## src/rtl/hdr_ddr_target_rx_if.sv

```systemverilog
`default_nettype none
// ============================================================================
// Module      : hdr_ddr_target_rx_if
// Description : Bit-stream inputs and decoded word outputs of the HDR-DDR
//               target receiver.
// Revision    : 1.0 - initial release
// ============================================================================
interface hdr_ddr_target_rx_if;
   logic        i_en;
   logic [6:0]  i_dyn_addr;
   logic        i_bit_vld;
   logic        i_bit;
   logic        i_restart;
   logic        i_exit;
   logic        o_cmd_vld;
   logic        o_rnw;
   logic [6:0]  o_cmd_code;
   logic        o_addr_match;
   logic        o_data_vld;
   logic [15:0] o_data;
   logic        o_frame_done;
   logic        o_err;
   logic [2:0]  o_err_code;
   logic        o_busy;

   modport master (
      output i_en, i_dyn_addr, i_bit_vld, i_bit, i_restart, i_exit,
      input  o_cmd_vld, o_rnw, o_cmd_code, o_addr_match, o_data_vld, o_data,
             o_frame_done, o_err, o_err_code, o_busy
   );

   modport slave (
      input  i_en, i_dyn_addr, i_bit_vld, i_bit, i_restart, i_exit,
      output o_cmd_vld, o_rnw, o_cmd_code, o_addr_match, o_data_vld, o_data,
             o_frame_done, o_err, o_err_code, o_busy
   );
endinterface
`default_nettype wire

```

## src/rtl/hdr_ddr_target_rx.sv

```systemverilog
`default_nettype none
// ============================================================================
// Module      : hdr_ddr_target_rx
// Description : I3C HDR-DDR target receiver: deserializes command/data/CRC
//               words, checks preamble, parity and CRC5, delivers write data.
// Revision    : 1.0 - initial release
// ============================================================================
module hdr_ddr_target_rx #(
   parameter int         MAX_WORDS = 8,
   parameter logic [4:0] CRC_INIT  = 5'h1F
) (
   input  wire logic            i_sys_clk,
   input  wire logic            i_sys_rst,
   hdr_ddr_target_rx_if.slave   bus
);

   localparam int                c_WCNT_W    = $clog2(MAX_WORDS + 1);
   localparam logic [c_WCNT_W-1:0] c_MAX_WCNT = c_WCNT_W'(MAX_WORDS);
   localparam logic [4:0]        c_WORD_BITS = 5'd20;
   localparam logic [4:0]        c_CRC_BITS  = 5'd9;
   localparam logic [1:0]        c_PRE_CMD   = 2'b01;
   localparam logic [1:0]        c_PRE_DATA  = 2'b11;
   localparam logic [3:0]        c_CRC_TOKEN = 4'hC;
   localparam logic [2:0]        c_ERR_PAR   = 3'd1;
   localparam logic [2:0]        c_ERR_PRE   = 3'd2;
   localparam logic [2:0]        c_ERR_TOK   = 3'd3;
   localparam logic [2:0]        c_ERR_CRC   = 3'd4;
   localparam logic [2:0]        c_ERR_OVF   = 3'd5;

   typedef enum logic [2:0] {
      S_IDLE = 3'd0,
      S_CMD  = 3'd1,
      S_DATA = 3'd2,
      S_CRC  = 3'd3,
      S_WAIT = 3'd4
   } state_t;

   state_t              r_state, w_state_nxt;
   logic [4:0]          r_bit_cnt, w_bit_cnt_nxt, w_cnt_inc;
   logic [18:0]         r_shift, w_shift_nxt;
   logic [19:0]         w_shift_in;
   logic [4:0]          r_crc, w_crc_nxt;
   logic [c_WCNT_W-1:0] r_wcnt, w_wcnt_nxt;
   logic [15:0]         w_payload;
   logic                w_par_ok, w_addr_hit;
   logic                r_cmd_vld, w_cmd_vld_nxt;
   logic                r_rnw, w_rnw_nxt;
   logic [6:0]          r_cmd_code, w_cmd_code_nxt;
   logic                r_addr_match, w_addr_match_nxt;
   logic                r_data_vld, w_data_vld_nxt;
   logic [15:0]         r_data, w_data_nxt;
   logic                r_done, w_done_nxt;
   logic                r_err, w_err_nxt;
   logic [2:0]          r_err_code, w_err_code_nxt;

   // Parity pair {PA1, PA0}: PA1 over odd bits, PA0 over even bits inverted.
   function automatic logic [1:0] ddr_parity(input logic [15:0] d);
      logic pa1, pa0;
      pa1 = 1'b0;
      pa0 = 1'b1;
      for (int k = 0; k < 8; k++) begin
         pa1 = pa1 ^ d[2*k+1];
         pa0 = pa0 ^ d[2*k];
      end
      return {pa1, pa0};
   endfunction

   function automatic logic [4:0] crc5_word(input logic [4:0] seed, input logic [15:0] d);
      logic [4:0] c;
      logic       fb;
      c = seed;
      for (int k = 15; k >= 0; k--) begin
         fb = c[4] ^ d[k];
         c  = {c[3:0], 1'b0} ^ (fb ? 5'h05 : 5'h00);
      end
      return c;
   endfunction

   always_ff @(posedge i_sys_clk) begin
      if (i_sys_rst) begin
         r_state      <= S_IDLE;
         r_bit_cnt    <= '0;
         r_shift      <= '0;
         r_crc        <= CRC_INIT;
         r_wcnt       <= '0;
         r_cmd_vld    <= 1'b0;
         r_rnw        <= 1'b0;
         r_cmd_code   <= '0;
         r_addr_match <= 1'b0;
         r_data_vld   <= 1'b0;
         r_data       <= '0;
         r_done       <= 1'b0;
         r_err        <= 1'b0;
         r_err_code   <= '0;
      end else begin
         r_state      <= w_state_nxt;
         r_bit_cnt    <= w_bit_cnt_nxt;
         r_shift      <= w_shift_nxt;
         r_crc        <= w_crc_nxt;
         r_wcnt       <= w_wcnt_nxt;
         r_cmd_vld    <= w_cmd_vld_nxt;
         r_rnw        <= w_rnw_nxt;
         r_cmd_code   <= w_cmd_code_nxt;
         r_addr_match <= w_addr_match_nxt;
         r_data_vld   <= w_data_vld_nxt;
         r_data       <= w_data_nxt;
         r_done       <= w_done_nxt;
         r_err        <= w_err_nxt;
         r_err_code   <= w_err_code_nxt;
      end
   end

   always_comb begin
      w_state_nxt      = r_state;
      w_bit_cnt_nxt    = r_bit_cnt;
      w_shift_nxt      = r_shift;
      w_crc_nxt        = r_crc;
      w_wcnt_nxt       = r_wcnt;
      w_cmd_vld_nxt    = 1'b0;
      w_data_vld_nxt   = 1'b0;
      w_done_nxt       = 1'b0;
      w_err_nxt        = 1'b0;
      w_err_code_nxt   = r_err_code;
      w_rnw_nxt        = r_rnw;
      w_cmd_code_nxt   = r_cmd_code;
      w_addr_match_nxt = r_addr_match;
      w_data_nxt       = r_data;
      w_shift_in       = {r_shift, bus.i_bit};
      w_cnt_inc        = r_bit_cnt + 5'd1;
      w_payload        = w_shift_in[17:2];
      w_par_ok         = (w_shift_in[1:0] == ddr_parity(w_payload));
      w_addr_hit       = (w_payload[7:1] == bus.i_dyn_addr);

      if (r_state == S_IDLE) begin
         w_bit_cnt_nxt = '0;
         if (bus.i_en) w_state_nxt = S_CMD;
      end else if (!bus.i_en || bus.i_exit) begin
         w_state_nxt   = S_IDLE;
         w_bit_cnt_nxt = '0;
      end else if (bus.i_restart) begin
         // A word completing in this same cycle is discarded silently.
         w_state_nxt   = S_CMD;
         w_bit_cnt_nxt = '0;
      end else if (bus.i_bit_vld && (r_state != S_WAIT)) begin
         w_shift_nxt   = w_shift_in[18:0];
         w_bit_cnt_nxt = w_cnt_inc;
         case (r_state)
            S_CMD: begin
               if (w_cnt_inc == c_WORD_BITS) begin
                  w_bit_cnt_nxt = '0;
                  w_state_nxt   = S_WAIT;
                  if (w_shift_in[19:18] != c_PRE_CMD) begin
                     w_err_nxt      = 1'b1;
                     w_err_code_nxt = c_ERR_PRE;
                  end else if (!w_par_ok) begin
                     w_err_nxt      = 1'b1;
                     w_err_code_nxt = c_ERR_PAR;
                  end else begin
                     w_cmd_vld_nxt    = 1'b1;
                     w_rnw_nxt        = w_payload[15];
                     w_cmd_code_nxt   = w_payload[14:8];
                     w_addr_match_nxt = w_addr_hit;
                     w_crc_nxt        = CRC_INIT;
                     w_wcnt_nxt       = '0;
                     if (w_addr_hit && !w_payload[15]) w_state_nxt = S_DATA;
                  end
               end
            end
            S_DATA: begin
               // The first two bits decide between another data word and the CRC word.
               if (w_cnt_inc == 5'd2) begin
                  if (w_shift_in[1:0] == c_PRE_CMD) begin
                     w_state_nxt   = S_CRC;
                     w_bit_cnt_nxt = '0;
                  end else if (w_shift_in[1:0] != c_PRE_DATA) begin
                     w_state_nxt    = S_WAIT;
                     w_bit_cnt_nxt  = '0;
                     w_err_nxt      = 1'b1;
                     w_err_code_nxt = c_ERR_PRE;
                  end
               end else if (w_cnt_inc == c_WORD_BITS) begin
                  w_bit_cnt_nxt = '0;
                  if (!w_par_ok) begin
                     w_state_nxt    = S_WAIT;
                     w_err_nxt      = 1'b1;
                     w_err_code_nxt = c_ERR_PAR;
                  end else if (r_wcnt == c_MAX_WCNT) begin
                     w_state_nxt    = S_WAIT;
                     w_err_nxt      = 1'b1;
                     w_err_code_nxt = c_ERR_OVF;
                  end else begin
                     w_data_vld_nxt = 1'b1;
                     w_data_nxt     = w_payload;
                     w_crc_nxt      = crc5_word(r_crc, w_payload);
                     w_wcnt_nxt     = r_wcnt + c_WCNT_W'(1);
                  end
               end
            end
            S_CRC: begin
               if (w_cnt_inc == c_CRC_BITS) begin
                  w_bit_cnt_nxt = '0;
                  w_state_nxt   = S_WAIT;
                  if (w_shift_in[8:5] != c_CRC_TOKEN) begin
                     w_err_nxt      = 1'b1;
                     w_err_code_nxt = c_ERR_TOK;
                  end else if (w_shift_in[4:0] == r_crc) begin
                     w_done_nxt     = 1'b1;
                  end else begin
                     w_err_nxt      = 1'b1;
                     w_err_code_nxt = c_ERR_CRC;
                  end
               end
            end
            default: ;
         endcase
      end
   end

   assign bus.o_cmd_vld    = r_cmd_vld;
   assign bus.o_rnw        = r_rnw;
   assign bus.o_cmd_code   = r_cmd_code;
   assign bus.o_addr_match = r_addr_match;
   assign bus.o_data_vld   = r_data_vld;
   assign bus.o_data       = r_data;
   assign bus.o_frame_done = r_done;
   assign bus.o_err        = r_err;
   assign bus.o_err_code   = r_err_code;
   assign bus.o_busy       = (r_state != S_IDLE);

endmodule
`default_nettype wire
```

## src/flat_wrapper.sv

```systemverilog
// flat-port wrapper written by rule: the top's interface ports become plain ports
module hdr_ddr_target_rx_flat 
#(
   parameter int         MAX_WORDS = 8,
   parameter logic [4:0] CRC_INIT  = 5'h1F
)
  (i_sys_clk, i_sys_rst, bus_i_en, bus_i_dyn_addr, bus_i_bit_vld, bus_i_bit, bus_i_restart, bus_i_exit, bus_o_cmd_vld, bus_o_rnw, bus_o_cmd_code, bus_o_addr_match, bus_o_data_vld, bus_o_data, bus_o_frame_done, bus_o_err, bus_o_err_code, bus_o_busy);
  hdr_ddr_target_rx_if bus_i ();
  input  wire logic i_sys_clk;
  input  wire logic i_sys_rst;
  input wire logic [$bits(bus_i.i_en)-1:0] bus_i_en;
  input wire logic [$bits(bus_i.i_dyn_addr)-1:0] bus_i_dyn_addr;
  input wire logic [$bits(bus_i.i_bit_vld)-1:0] bus_i_bit_vld;
  input wire logic [$bits(bus_i.i_bit)-1:0] bus_i_bit;
  input wire logic [$bits(bus_i.i_restart)-1:0] bus_i_restart;
  input wire logic [$bits(bus_i.i_exit)-1:0] bus_i_exit;
  output wire logic [$bits(bus_i.o_cmd_vld)-1:0] bus_o_cmd_vld;
  output wire logic [$bits(bus_i.o_rnw)-1:0] bus_o_rnw;
  output wire logic [$bits(bus_i.o_cmd_code)-1:0] bus_o_cmd_code;
  output wire logic [$bits(bus_i.o_addr_match)-1:0] bus_o_addr_match;
  output wire logic [$bits(bus_i.o_data_vld)-1:0] bus_o_data_vld;
  output wire logic [$bits(bus_i.o_data)-1:0] bus_o_data;
  output wire logic [$bits(bus_i.o_frame_done)-1:0] bus_o_frame_done;
  output wire logic [$bits(bus_i.o_err)-1:0] bus_o_err;
  output wire logic [$bits(bus_i.o_err_code)-1:0] bus_o_err_code;
  output wire logic [$bits(bus_i.o_busy)-1:0] bus_o_busy;
  assign bus_i.i_en = bus_i_en;
  assign bus_i.i_dyn_addr = bus_i_dyn_addr;
  assign bus_i.i_bit_vld = bus_i_bit_vld;
  assign bus_i.i_bit = bus_i_bit;
  assign bus_i.i_restart = bus_i_restart;
  assign bus_i.i_exit = bus_i_exit;
  assign bus_o_cmd_vld = bus_i.o_cmd_vld;
  assign bus_o_rnw = bus_i.o_rnw;
  assign bus_o_cmd_code = bus_i.o_cmd_code;
  assign bus_o_addr_match = bus_i.o_addr_match;
  assign bus_o_data_vld = bus_i.o_data_vld;
  assign bus_o_data = bus_i.o_data;
  assign bus_o_frame_done = bus_i.o_frame_done;
  assign bus_o_err = bus_i.o_err;
  assign bus_o_err_code = bus_i.o_err_code;
  assign bus_o_busy = bus_i.o_busy;
  hdr_ddr_target_rx #(.MAX_WORDS(MAX_WORDS), .CRC_INIT(CRC_INIT)) u_core (.i_sys_clk(i_sys_clk), .i_sys_rst(i_sys_rst), .bus(bus_i));
endmodule
```

## config.mk

```make
export PLATFORM = sky130hd
export DESIGN_NAME = hdr_ddr_target_rx_flat
export DESIGN_NICKNAME = d
export VERILOG_FILES = /design/src/rtl/hdr_ddr_target_rx_if.sv /design/src/rtl/hdr_ddr_target_rx.sv /design/src/flat_wrapper.sv
export SDC_FILE = /design/constraint.sdc
export NUM_CORES = 1
export LEC_CHECK = 0
export BUFFER_PORTS_ARGS = -buffer_cell sky130_fd_sc_hd__buf_2
export CAP_MARGIN = 40
export CORE_ASPECT_RATIO = 0.8
export CORE_MARGIN = 1.5
export CORE_UTILIZATION = 58
export DETAILED_ROUTE_END_ITERATION = 8
export PLACE_DENSITY = 0.87
export SYNTH_ARGS = -nofsm -noshare
export SYNTH_HDL_FRONTEND = slang
export SYNTH_SLANG_ARGS = --single-unit
```

## constraint.sdc

```tcl
create_clock -name i_sys_clk -period 2.7 [get_ports i_sys_clk]
set_input_delay 0.54 -clock i_sys_clk [delete_from_list [all_inputs] [get_ports i_sys_clk]]
set_output_delay 0.54 -clock i_sys_clk [all_outputs]
set_load 0.02 [all_outputs]
```

* Word-level counts from Yosys, hierarchy flattened
Cells that the tools add are included.
** Cells by class
- Add/sub/neg operators :: 2
- Eq/ne operators :: 35
- Mux-type cells :: 84
- Bitwise logic cells :: 60
- Reductions and logical operators :: 22
** Operators by type and width (count)
- 3-bit 2-to-1 mux :: 44
- 5-bit XOR :: 16
- 5-bit 2-to-1 mux :: 12
- 1-bit XOR :: 30
- 4-bit 2-to-1 mux :: 7
- 3-bit one-hot mux with 3 select lines :: 2
- 8-bit AND reduction :: 2
- 8-bit OR reduction :: 2
- 1-bit 2-to-1 mux :: 15
- 5-bit one-hot mux with 3 select lines :: 1
- 1-bit inverter :: 14
- 13-bit AND reduction :: 1
- 2-bit by 1-bit inequality test with 1-bit output (second input constant) :: 6
- 3-bit inequality test (second input constant) :: 4
- 12-bit AND reduction :: 1
- 2-bit inequality test (second input constant) :: 5
- 5-bit by 2-bit inequality test with 1-bit output (second input constant) :: 2
- 5-bit one-hot mux with 2 select lines :: 1
- 9-bit AND reduction :: 1
- 9-bit OR reduction :: 1
- 4-bit inequality test (second input constant) :: 2
- 4-bit one-hot mux with 2 select lines :: 1
- 7-bit == test :: 1
- 7-bit by 5-bit inequality test with 1-bit output (second input constant) :: 1
- 27 further kinds :: 31
** Storage, ports and cells
- Register bits after elaboration :: 68
- Input port bits :: 14
- Logic and storage cells :: 217

* Logic depth before layout (Yosys ltp)
- Word-level depth :: 53
- Gate-level depth with buffers :: 10
- Mapped depth without buffers :: 8

* Worst setup path before layout
No wires, ideal clock.
- Path type :: reg2reg
- Start point :: register u_core.r_bit_cnt[0]
- End point :: register u_core.r_err_code[1], in the netlist u_core.bus.o_err_code[1]
- Arrival :: 2.283 ns
- Slack :: 0.301 ns
- Stages on the path, launching flop included :: 9
- Period minus slack after synthesis :: 2.399 ns
- Path through :: dfxtp_1 > ha_1 > inv_1 > nor4b_4 > a21oi_1 > a211oi_1 > nand4_1 > or3_1 > o211a_1
** On the way
- Word-level cells in the longest chain between the ends :: 4
** Ends and longest elaborated chain
- start: declaration :: RTL line hdr_ddr_target_rx.sv:39 : logic [4:0] r_bit_cnt, w_bit_cnt_nxt, w_cnt_inc;
- start signal: assignment :: RTL line hdr_ddr_target_rx.sv:97 : r_bit_cnt <= w_bit_cnt_nxt;
- 5-bit by 1-bit adder with 5-bit output * :: RTL line hdr_ddr_target_rx.sv:129 : w_cnt_inc = r_bit_cnt + 5'd1;
- 5-bit by 2-bit == test with 1-bit output (tied with other cells) :: RTL line hdr_ddr_target_rx.sv:171 : if (w_cnt_inc == 5'd2) begin
- 4-bit inequality test (no line) (tied with other cells)
- 13-bit AND reduction (no line) or 3-bit one-hot mux with 3 select lines (tied branches)
- end signal: assignment :: RTL line hdr_ddr_target_rx.sv:109 : r_err_code <= w_err_code_nxt;
- end: declaration :: RTL line hdr_ddr_target_rx.sv:54 : logic [2:0] r_err_code, w_err_code_nxt;
Every way passes the cells marked *; elsewhere a longest branch is shown, timed or not.
A chain may end at the register's enable or synchronous reset.

* Final worst setup path
- Start point :: register u_core.r_shift[15]
- End point :: register u_core.r_data[9], in the netlist u_core.bus.o_data[9]
** On the way
- Word-level cells in the longest chain between the ends :: 3
** Ends and longest elaborated chain
- start: declaration :: RTL line hdr_ddr_target_rx.sv:40 : logic [18:0] r_shift, w_shift_nxt;
- start signal: assignment :: RTL line hdr_ddr_target_rx.sv:98 : r_shift <= w_shift_nxt;
- 1-bit XOR :: RTL line hdr_ddr_target_rx.sv:63 : pa0 = pa0 ^ d[2*k];
- 2-bit == test :: RTL line hdr_ddr_target_rx.sv:131 : w_par_ok = (w_shift_in[1:0] == ddr_parity(w_payload));
- 9-bit AND reduction (no line)
- end signal: assignment :: RTL line hdr_ddr_target_rx.sv:106 : r_data <= w_data_nxt;
- end: declaration :: RTL line hdr_ddr_target_rx.sv:51 : logic [15:0] r_data, w_data_nxt;
No other way between the ends.

==> run_results.csv <==
group,metric,value,unit
run_status,status,"complete, no violations",
synthesis,synth_edf_count,0,
layout,drive_above_1_share,21.0,%
power_and_ir_drop,p_clk_share,42.6,%
power_and_ir_drop,p_switching,0.478,mW
global_route,track_usage,28.2,%
timing,setup_viol,0,
timing,fin_tns_setup,0,ps
global_route,grt_first_pass_wirelength,14.8,mm
synthesis,ys_types,59,
power_and_ir_drop,seq_power_share,51.4,%
power_and_ir_drop,power_per_cell_area,459,nW/µm²
floorplanning,initial_utilization,61.1,%
timing,finalWorstSetupSlack,150,ps
drt,ant_nets,0,
layout,final_common_cell,"dfxtp_1",
critical_path,startpoint_type,"flop",
floorplanning,pin_count,47,
cts,clk_path_buf_depth,2,
drt,vias,3291,
timing,drv_slew,0,
cts,cts_inserted_buffers,9,
power_and_ir_drop,vdd_drop_max,408,µV
drt,route.met2.wl,4.32,mm
critical_path,r2r_setup_slack,150,ps
cts,clk_transition_reported_paths,70,ps
synthesis,netlist_area,3690,µm²
drt,top_layer_used,"met4",
critical_path,worstPathArrival,2760,ps
drt,wl_per_cell,16.6,µm
min_path,hold_end,"u_core.bus.o_data[12]$_SDFFE_PP0P_",
min_path,hold_class,"flop to flop",
drt,dr.pass1.iters,6,
power_and_ir_drop,combPwrFrac,5.9,%
layout,multi_input_area,2160,µm²
run,maxCapViolCount,0,
layout,area_delta_synth_final,16.1,%
critical_path,reg2reg_from,"u_core.r_shift[15]$_SDFFE_PP0P_",
synthesis,ys_warn_count,0,
critical_path,crit_fanout,16,
timing,rsz0062_at_grt,"false",
timing,min_period_over_period,94.5,%
drt,dr_wl_met3,777,µm
cts,clk_root_buffer_cell,"clkbuf_8",
global_route,grt_overflow,0,
critical_path,slowest_stage,"dfxtp_1",
global_route,grt_max_degree,51,
floorplanning,die_w,92.2,µm
synthesis,synth_seq_cells,68,
layout,mostFrequentLayoutCells,"dfxtp_1, nand2_1, nor2_1, buf_2, xnor2_1",
drt,drt_iter0_drc,289,
timing,hold_viol_final,0,
layout,nFillCells,455,
layout,antennaDiodeCount,0,
global_route,antenna_found_initial,0,
placed_design,gp_congestion,0.899,
timing,period_minus_slack,2550,ps
timing,whs,451,ps
timing,max-slew-margin-rel,56.7,%
critical_path,crit_type,"flop to flop",
floorplanning,die_area,6850,µm²
layout,seq_area,1360,µm²
critical_path,reg2reg_depth,9,
synthesis,synthArstFlopShare,0,%
timing,finClkSkew,9.47,ps
floorplanning,die_h,74.4,µm
global_route,grt_pass1_vias,2972,
placed_design,dp_hpwl,6.63,mm
critical_path,slowest_delay,540,ps
critical_path,cp_cell_sequence,"xnor2_1 -> xnor3_1 -> xnor2_1 -> and2_1 -> buf_4 -> nand3b_1 -> buf_4 -> nand2_1 -> a21oi_2",
synthesis,syn_avg_cell_area,8.68,µm²
cts,clock_latency,350,ps
synthesis,yosysSeqAreaShare,36.9,%
synthesis,synthFlopType,"dfxtp_1",
cts,cts_sinks,68,
synthesis,synth_fp_nets,444,
placed_design,preCtsSetupSlack,92.4,ps
cts,post_cts_buffers,0,
critical_path,cp.required,2910,ps
min_path,hold_depth,2,
layout,final_nets,500,
drt,viasPerCell,5.81,
timing,fmax,0.392,GHz
critical_path,worstReg2RegEnd,"u_core.bus.o_data[9]$_SDFFE_PP0P_",
cts,cts_resized,0,
cts,tritoncts,"built",
floorplanning,placementRows,25,
placed_design,port_buffers,46,
power_and_ir_drop,internal_power,1.49,mW
timing,tightest_slew,643,ps
cts,htreeDepth,3,
power_and_ir_drop,p_leak,1.78,nW
drt,met1Wirelength,4.15,mm
power_and_ir_drop,switching_share,24.3,%
cts,cts-hold-fix-buffers,0,
drt,drt-total-wl,9.39,mm
floorplanning,core_area,6040,µm²
synthesis,synth_cells,425,
min_path,hp-start,"u_core.bus.o_data[12]$_SDFFE_PP0P_",
drt,drc,0,
critical_path,end_kind,"flop",
[cell usage after synthesis (3+ instances only)]
cell,count,share of area [%]
clkbuf_1,12,1.2
buf_2,13,1.8
nand2b_1,3,0.51
and2_1,6,1.0
ha_1,5,1.7
nor2_1,50,5.1
nand3_1,10,1.4
mux2i_1,32,8.7
xnor3_1,3,1.8
o31a_1,3,0.71
inv_1,9,0.92
a21oi_1,25,3.4
xor2_1,18,4.3
dfxtp_1,68,37
xnor2_1,37,8.8
a31oi_1,3,0.51
o21ai_0,6,0.81
nor3_1,11,1.5
nand4_1,3,0.51
a211oi_1,3,0.61
nand2_1,56,5.7
nor3b_1,3,0.61
[power by group through the flow]
stage,clock [mW],combinational (mW),sequential (mW)
after floorplan,0,0.0812,1.03
after global placement,0,0.110,1.03
after detailed placement,0,0.112,1.03
after CTS,0.842,0.113,1.01
after global routing,0.893,0.124,1.01
final,0.839,0.117,1.01
[area by class of cell]
type	instances	area share, %
clock buffers	10	3.21
well taps	81	2.37
flip-flops and latches	68	31.8
repair buffers	73	10.1
multi-input cells	319	50.4
clock inverters	5	1.23
inverters	10	0.876
[registers in the layout, summed over array words and instances, names as in the netlist]
register / cells
u_core.bus.o_cmd_vld: 1
u_core.bus.o_rnw: 1
u_core.bus.o_err: 1
u_core.bus.o_data_vld: 1
u_core.r_state: 3
u_core.bus.o_frame_done: 1
u_core.r_shift: 19
u_core.bus.o_err_code: 3
u_core.r_wcnt: 4
u_core.bus.o_cmd_code: 7
u_core.bus.o_addr_match: 1
u_core.r_crc: 5
u_core.bus.o_data: 16
u_core.r_bit_cnt: 5
[per-layer routing]
layer | up-vias | GRT usage, %
met1 | 1561 | 37.6
met5 | - | 0
met2 | 162 | 45.3
met4 | 0 | 7.86
met3 | 21 | 8.08
li1 | 1547 | -
[kinds of logic (layout without fill, tap and decap cells)]
| family | count (synthesis) | count (layout) | synth area share, % |
|---|---|---|---|
| buf+inv | 38 | 98 | 4.81 |
| mux | 32 | 32 | 8.68 |
| flops | 68 | 68 | 36.9 |
| xor+xnor | 60 | 60 | 15.8 |
| simple gates | 159 | 159 | 20.9 |
| compound gates | 63 | 63 | 11.3 |
| fa+ha+maj | 5 | 5 | 1.69 |
[worst max-delay path by stage]
| stage | start | endpoint | cells past startpoint |
|---|---|---|---|
| after floorplan | u_core.r_bit_cnt[0]$_SDFFE_PP0P_ | u_core.bus.o_err_code[1]$_SDFFE_PP0P_ | 8 |
| after global placement | u_core.r_bit_cnt[0]$_SDFFE_PP0P_ | u_core.bus.o_err_code[1]$_SDFFE_PP0P_ | 8 |
| after detailed placement | bus_i_bit | u_core.bus.o_data[9]$_SDFFE_PP0P_ | 10 |
| after CTS | u_core.r_bit_cnt[0]$_SDFFE_PP0P_ | u_core.bus.o_err_code[1]$_SDFFE_PP0P_ | 8 |
| after global routing | u_core.r_bit_cnt[0]$_SDFFE_PP0P_ | u_core.bus.o_err_code[1]$_SDFFE_PP0P_ | 8 |
| final | u_core.r_shift[15]$_SDFFE_PP0P_ | u_core.bus.o_data[9]$_SDFFE_PP0P_ | 9 |
[worst max-delay path, delay by kind of cell, from the launching register on]
family / cells / cell delay, ps
compound gates: 1 / 70
xor+xnor: 3 / 900
buf+inv: 2 / 380
flops: 1 / 540
simple gates: 3 / 520
[metrics by stage]
| stage | util [%] | instances | instance area, µm² | power [mW] |
|---|---|---|---|---|
| after detailed placement | 67.7 | 551 | 4090 | 1.15 |
| final | 71.0 | 566 | 4280 | 1.97 |
| after floorplan | - | 425 | 3690 | 1.11 |
| after global routing | 71.0 | 566 | 4280 | 2.03 |
| after global placement | 67.7 | 551 | 4090 | 1.14 |
| after CTS | 70.9 | 566 | 4280 | 1.97 |
Power figures use the tool's default switching activity.
